===== src/rtl/io_port_bridge.sv =====
// rtl/io_port_bridge.sv - device-side end of the CPU IN/OUT port interface
//
// Purpose:
//   Input path: words offered by an external device go into a small FIFO.
//   Each CPU IN pops one word into a registered output. An IN on an empty
//   FIFO returns zero and raises the sticky underflow flag.
//   Output path: each CPU OUT word is held on a valid/ready handshake until
//   the device accepts it. Accept and a new OUT in the same cycle chain
//   back-to-back with no bubble. An OUT that arrives while a word is still
//   pending is dropped and raises the sticky overflow flag.
//
// Ports:
//   i_clk, i_reset        clock; synchronous active-high reset
//   i_ext_in_valid/data   device offers a word to the input FIFO
//   o_ext_in_ready        FIFO not full
//   i_in_port_signal      CPU IN: pop one word
//   o_in_data             popped word, registered, held between INs
//   o_in_empty            FIFO empty
//   i_out_port_signal     CPU OUT: send i_out_data
//   o_ext_out_valid/data  pending word to the device
//   i_ext_out_ready       device accepts the pending word
//   o_out_busy            output machine is in SEND
//   o_out_port_value      last word accepted by the device
//   i_clear_flags         clear sticky flags (a same-cycle set wins)
//   o_underflow           sticky: IN issued on an empty FIFO
//   o_overflow            sticky: OUT dropped

module io_port_bridge #(
  parameter int DATA_WIDTH = 16,
  parameter int FIFO_DEPTH = 4
) (
  input  logic                  i_clk,
  input  logic                  i_reset,
  input  logic                  i_ext_in_valid,
  input  logic [DATA_WIDTH-1:0] i_ext_in_data,
  output logic                  o_ext_in_ready,
  input  logic                  i_in_port_signal,
  output logic [DATA_WIDTH-1:0] o_in_data,
  output logic                  o_in_empty,
  input  logic                  i_out_port_signal,
  input  logic [DATA_WIDTH-1:0] i_out_data,
  output logic                  o_ext_out_valid,
  output logic [DATA_WIDTH-1:0] o_ext_out_data,
  input  logic                  i_ext_out_ready,
  output logic                  o_out_busy,
  output logic [DATA_WIDTH-1:0] o_out_port_value,
  input  logic                  i_clear_flags,
  output logic                  o_underflow,
  output logic                  o_overflow
);

  localparam int PTR_W = $clog2(FIFO_DEPTH);
  localparam int CNT_W = PTR_W + 1;

  typedef enum logic {
    IDLE = 1'b0,
    SEND = 1'b1
  } out_state_t;

  logic [DATA_WIDTH-1:0] mem [FIFO_DEPTH];
  logic [PTR_W-1:0]      wr_ptr;
  logic [PTR_W-1:0]      rd_ptr;
  logic [CNT_W-1:0]      count;
  logic                  full;
  logic                  empty;
  logic                  push;
  logic                  pop;
  logic                  pop_empty;
  out_state_t            state;

  assign full           = (count == CNT_W'(FIFO_DEPTH));
  assign empty          = (count == '0);
  assign o_ext_in_ready = !full;
  assign o_in_empty     = empty;

  // Full blocks a push even when a pop frees a slot in the same cycle,
  // so ready stays a pure function of the registered count.
  assign push      = i_ext_in_valid && !full;
  assign pop       = i_in_port_signal && !empty;
  assign pop_empty = i_in_port_signal && empty;

  assign o_out_busy = (state == SEND);

  // Storage needs no reset: the pointers and count define what is valid.
  always_ff @(posedge i_clk) begin
    if (push) begin
      mem[wr_ptr] <= i_ext_in_data;
    end
  end

  always_ff @(posedge i_clk) begin
    if (i_reset) begin
      wr_ptr      <= '0;
      rd_ptr      <= '0;
      count       <= '0;
      o_in_data   <= '0;
      o_underflow <= 1'b0;
    end else begin
      if (push) begin
        wr_ptr <= wr_ptr + 1'b1;
      end
      if (pop) begin
        rd_ptr    <= rd_ptr + 1'b1;
        o_in_data <= mem[rd_ptr];
      end else if (pop_empty) begin
        o_in_data <= '0;
      end
      if (push && !pop) begin
        count <= count + 1'b1;
      end else if (pop && !push) begin
        count <= count - 1'b1;
      end
      // Clear first so that a simultaneous set takes priority.
      if (i_clear_flags) begin
        o_underflow <= 1'b0;
      end
      if (pop_empty) begin
        o_underflow <= 1'b1;
      end
    end
  end

  always_ff @(posedge i_clk) begin
    if (i_reset) begin
      state            <= IDLE;
      o_ext_out_valid  <= 1'b0;
      o_ext_out_data   <= '0;
      o_out_port_value <= '0;
      o_overflow       <= 1'b0;
    end else begin
      if (i_clear_flags) begin
        o_overflow <= 1'b0;
      end
      case (state)
        IDLE: begin
          if (i_out_port_signal) begin
            o_ext_out_data  <= i_out_data;
            o_ext_out_valid <= 1'b1;
            state           <= SEND;
          end
        end
        SEND: begin
          if (i_ext_out_ready) begin
            o_out_port_value <= o_ext_out_data;
            if (i_out_port_signal) begin
              // Chain the next word straight onto the bus, no idle cycle.
              o_ext_out_data <= i_out_data;
            end else begin
              o_ext_out_valid <= 1'b0;
              state           <= IDLE;
            end
          end else if (i_out_port_signal) begin
            // Pending word must stay stable; the new word is lost.
            o_overflow <= 1'b1;
          end
        end
        default: begin
          state           <= IDLE;
          o_ext_out_valid <= 1'b0;
        end
      endcase
    end
  end

endmodule


===== config.mk =====
export PLATFORM = sky130hd
export DESIGN_NAME = io_port_bridge
export DESIGN_NICKNAME = d
export VERILOG_FILES = /design/src/rtl/io_port_bridge.sv
export SDC_FILE = /design/constraint.sdc
export NUM_CORES = 1
export LEC_CHECK = 0
export ABC_AREA = 1
export CAP_MARGIN = 30
export CORE_MARGIN = 2
export CORE_UTILIZATION = 50
export CTS_CLUSTER_SIZE = 24
export DETAILED_ROUTE_END_ITERATION = 10
export PLACE_DENSITY = 0.74
export SLEW_MARGIN = 30
export SYNTH_ARGS = -nofsm -noshare
export SYNTH_HDL_FRONTEND = slang
export SYNTH_SLANG_ARGS = --single-unit

===== constraint.sdc =====
create_clock -name i_clk -period 5.7 [get_ports i_clk]
set_clock_uncertainty 0.1 [all_clocks]
set_input_delay 1.14 -clock i_clk [delete_from_list [all_inputs] [get_ports i_clk]]
set_output_delay 1.14 -clock i_clk [all_outputs]
set_load 0.005 [all_outputs]

==> impl_metrics.json <==
{
  "layout.cells.most_common": "nand2_1",
  "antennaDiodeCount": 0,
  "detail_route.first_pass.iterations": 5,
  "cts_tree": "done",
  "report.final.slew_viol_count": 0,
  "p_leak_nw": 2.77,
  "share_comb_of_total_power": 0.216,
  "post-route-cell-area_mm2": 0.00660,
  "fmax_mhz": 340,
  "report.final.hold_viol_count": 0,
  "route.detailed.wl_per_inst_um": 14.6,
  "ctsRootBufferMaster": "clkbuf_8",
  "cp.required_ns": 4.46,
  "rrSetupSlack_ns": 3.61,
  "vias_per_cell": 4.96,
  "path_clk_slew_ns": 0.06,
  "final_cells": 777,
  "cts.repair_timing.setup_buffer_count": 0,
  "placedInstanceArea_mm2": 0.00601,
  "worst_setup_path_start_kind": "flop",
  "port_buffers": 92,
  "via_count_of_the_routed_design": 3852,
  "power.clock.fraction": 0.370,
  "finalWorstPathRequiredPeriod_ns": 2.95,
  "die_h_um": 105,
  "synth_top_area_cell": "edfxtp_1",
  "power.internal_mw": 1.95,
  "cts_hold_buffers": 0,
  "crit-reg2reg-capture": "count[2]",
  "die_area_mm2": 0.0109,
  "total_switching_power_mw": 0.773,
  "post-synth-top-area-fraction": 0.380,
  "cts-htree-levels": 4,
  "worst_setup_path_startpoint": "count[0]",
  "critPathKind": "flop to primary output",
  "finish.utilization": 0.675,
  "pre_cts_ws_ns": 2.56,
  "clock_insertion_delay_worst_skew_ns": 0.51,
  "drt-total-wl_um": 11400,
  "layout-area-overhead-vs-synth_pct": 30.6,
  "grt_pass1_wl_um": 18200,
  "max-cap-violations": 0,
  "power_mw": 2.72,
  "cp.arrival_ns": 1.71,
  "core_region_area_mm2": 0.00977,
  "run_status": "finished clean",
  "setup_viol": 0,
  "boundaryPins": 93,
  "post_synth_inst_count": 539,
  "final.period_utilization": 0.517,
  "antenna_found_initial": 0,
  "antenna_left": 0,
  "globalplace.congestion": 0.776,
  "ff2ff_path_depth": 11,
  "grt_setup_unrepaired": "false",
  "drt_iter0_markers": 163,
  "endpoint": "o_in_empty",
  "fin_nets": 676,
  "grt_max_degree": 40,
  "synth.top_cells.by_area": "edfxtp_1 38%, dfxtp_1 24%, nand2_1 8.8%, inv_1 6.0%, nor2_1 5.3%",
  "gr-total-overflow": 0,
  "layout_common_cells": "119 x nand2_1, 91 x clkdlybuf4s50_1, 81 x inv_1",
  "via_count_of_the_first_global_routing_pass": 3865,
  "placed_cells": 744,
  "yosysSeqAreaShare": 0.622,
  "cts.sink_count": 125,
  "post_cts.resized_instances": 0,
  "irDropWorstVdd_v": 0.000280,
  "detailedPlacementHpwl_um": 7350,
  "timing.slew.headroom": 0.475,
  "std_cell_rows": 36,
  "drive_gt1_frac": 0.104,
  "pwr-share-seq": 0.414,
  "grt_use_total": 0.213,
  "postSynthRegisterBits": 125,
  "crit-reg2reg-launch": "count[0]",
  "end_kind": "primary output",
  "max_slew.worst_pin.slew_ns": 0.786,
  "synth_area_mm2": 0.00505,
  "floorplan.die.width_um": 105,
  "mean_post_synth_cell_area_um2": 9.38,
  "min-delay-path-class": "flop to flop",
  "cts_buffer_count": 17,
  "finalHoldWorstSlack_ns": 0.366,
  "setup_slack_ns": 2.75,
  "power.density_mw_per_mm2": 412,
  "clock_path_buffers": 2,
  "initial_core_util": 0.517,
  "synth_fp_nets": 584,
  "fillers": 755,
  "drc": 0,
  "final.setup.tns_ns": 0,
  "p_sw_frac": 0.284,
  "worst-path-max-fanout": 4,
  "synthDistinctLibCells": 24,
  "yosys_warnings": 0
}
[state kept, by name, summed over array words and instances (netlist names), named ones only]
signal	count
o_in_data	16
mem	64
o_ext_out_valid	1
wr_ptr	2
o_out_port_value	16
o_ext_out_data	16
o_overflow	1
count	3
o_underflow	1
rd_ptr	2
o_out_busy	1
[power by group through the flow]
| stage | Clock, mW | Combinational (mW) | Sequential, mW |
|---|---|---|---|
| floorplan | 0 | 0.375 | 1.13 |
| global placement | 0 | 0.556 | 1.14 |
| detailed placement | 0 | 0.582 | 1.15 |
| CTS | 1.02 | 0.588 | 1.13 |
| global route | 1.06 | 0.654 | 1.14 |
| finish | 1.01 | 0.587 | 1.13 |
[kinds of logic (layout without fill, tap and decap cells)]
kind of cell             count (synthesis)  after routing  synth area share
adder cells (fa/ha/maj)                  6              6            0.0163
AO/OA/AOI/OAI                           66             66            0.0765
buffers and inverters                  109            214            0.0968
AND/OR/NAND/NOR                        232            232             0.187
flip-flops                             125            125             0.622
XOR/XNOR                                 1              1           0.00173
[cell usage after synthesis]
master / instances
a21oi_1: 12
a21oi_2: 15
buf_1: 1
buf_2: 8
buf_4: 3
buf_6: 7
clkbuf_1: 3
clkinv_2: 1
dfxtp_1: 61
edfxtp_1: 64
fa_1: 1
ha_1: 5
inv_1: 81
inv_2: 3
inv_4: 2
nand2_1: 119
nand2_2: 5
nand2_4: 2
nand3_1: 34
nor2_1: 71
nor2_2: 1
o21ai_0: 37
o21ai_1: 2
xor2_1: 1
[final cells by class]
cell class / count / area, um^2 / share of cell area
well taps: 133 / 166 / 0.0252
flip-flops and latches: 125 / 3140 / 0.476
multi-input cells: 305 / 1440 / 0.218
clock inverters: 10 / 82.6 / 0.0125
inverters: 87 / 333 / 0.0504
clock buffers: 22 / 485 / 0.0735
repair buffers: 95 / 950 / 0.144
[how the worst min path moves through the flow]
stage	start	to	cells past startpoint
2_1_floorplan	o_overflow	o_overflow	2
3_3_place_gp	o_in_data[8]	o_in_data[8]	2
3_5_place_dp	o_in_data[8]	o_in_data[8]	2
4_1_cts	o_in_data[8]	o_in_data[8]	2
5_1_grt	o_in_data[8]	o_in_data[8]	2
6_report	o_in_data[8]	o_in_data[8]	2
[layer usage]
metal | wire length [um] | vias to the layer above | GRT usage
li1 | - | 1888 | -
met2 | 6100 | 106 | 0.381
met5 | 0 | - | 0
met1 | 4540 | 1843 | 0.246
met4 | 195 | 0 | 0.0830
met3 | 525 | 15 | 0.0518
[critical path, stage by stage (launching register included)]
cell,delay [ns]
dfxtp_1,0.35
nor2_2,0.16
nand2_2,0.09
inv_1,0.09
clkdlybuf4s50_1,0.50
(Power assumes the default switching activity.)
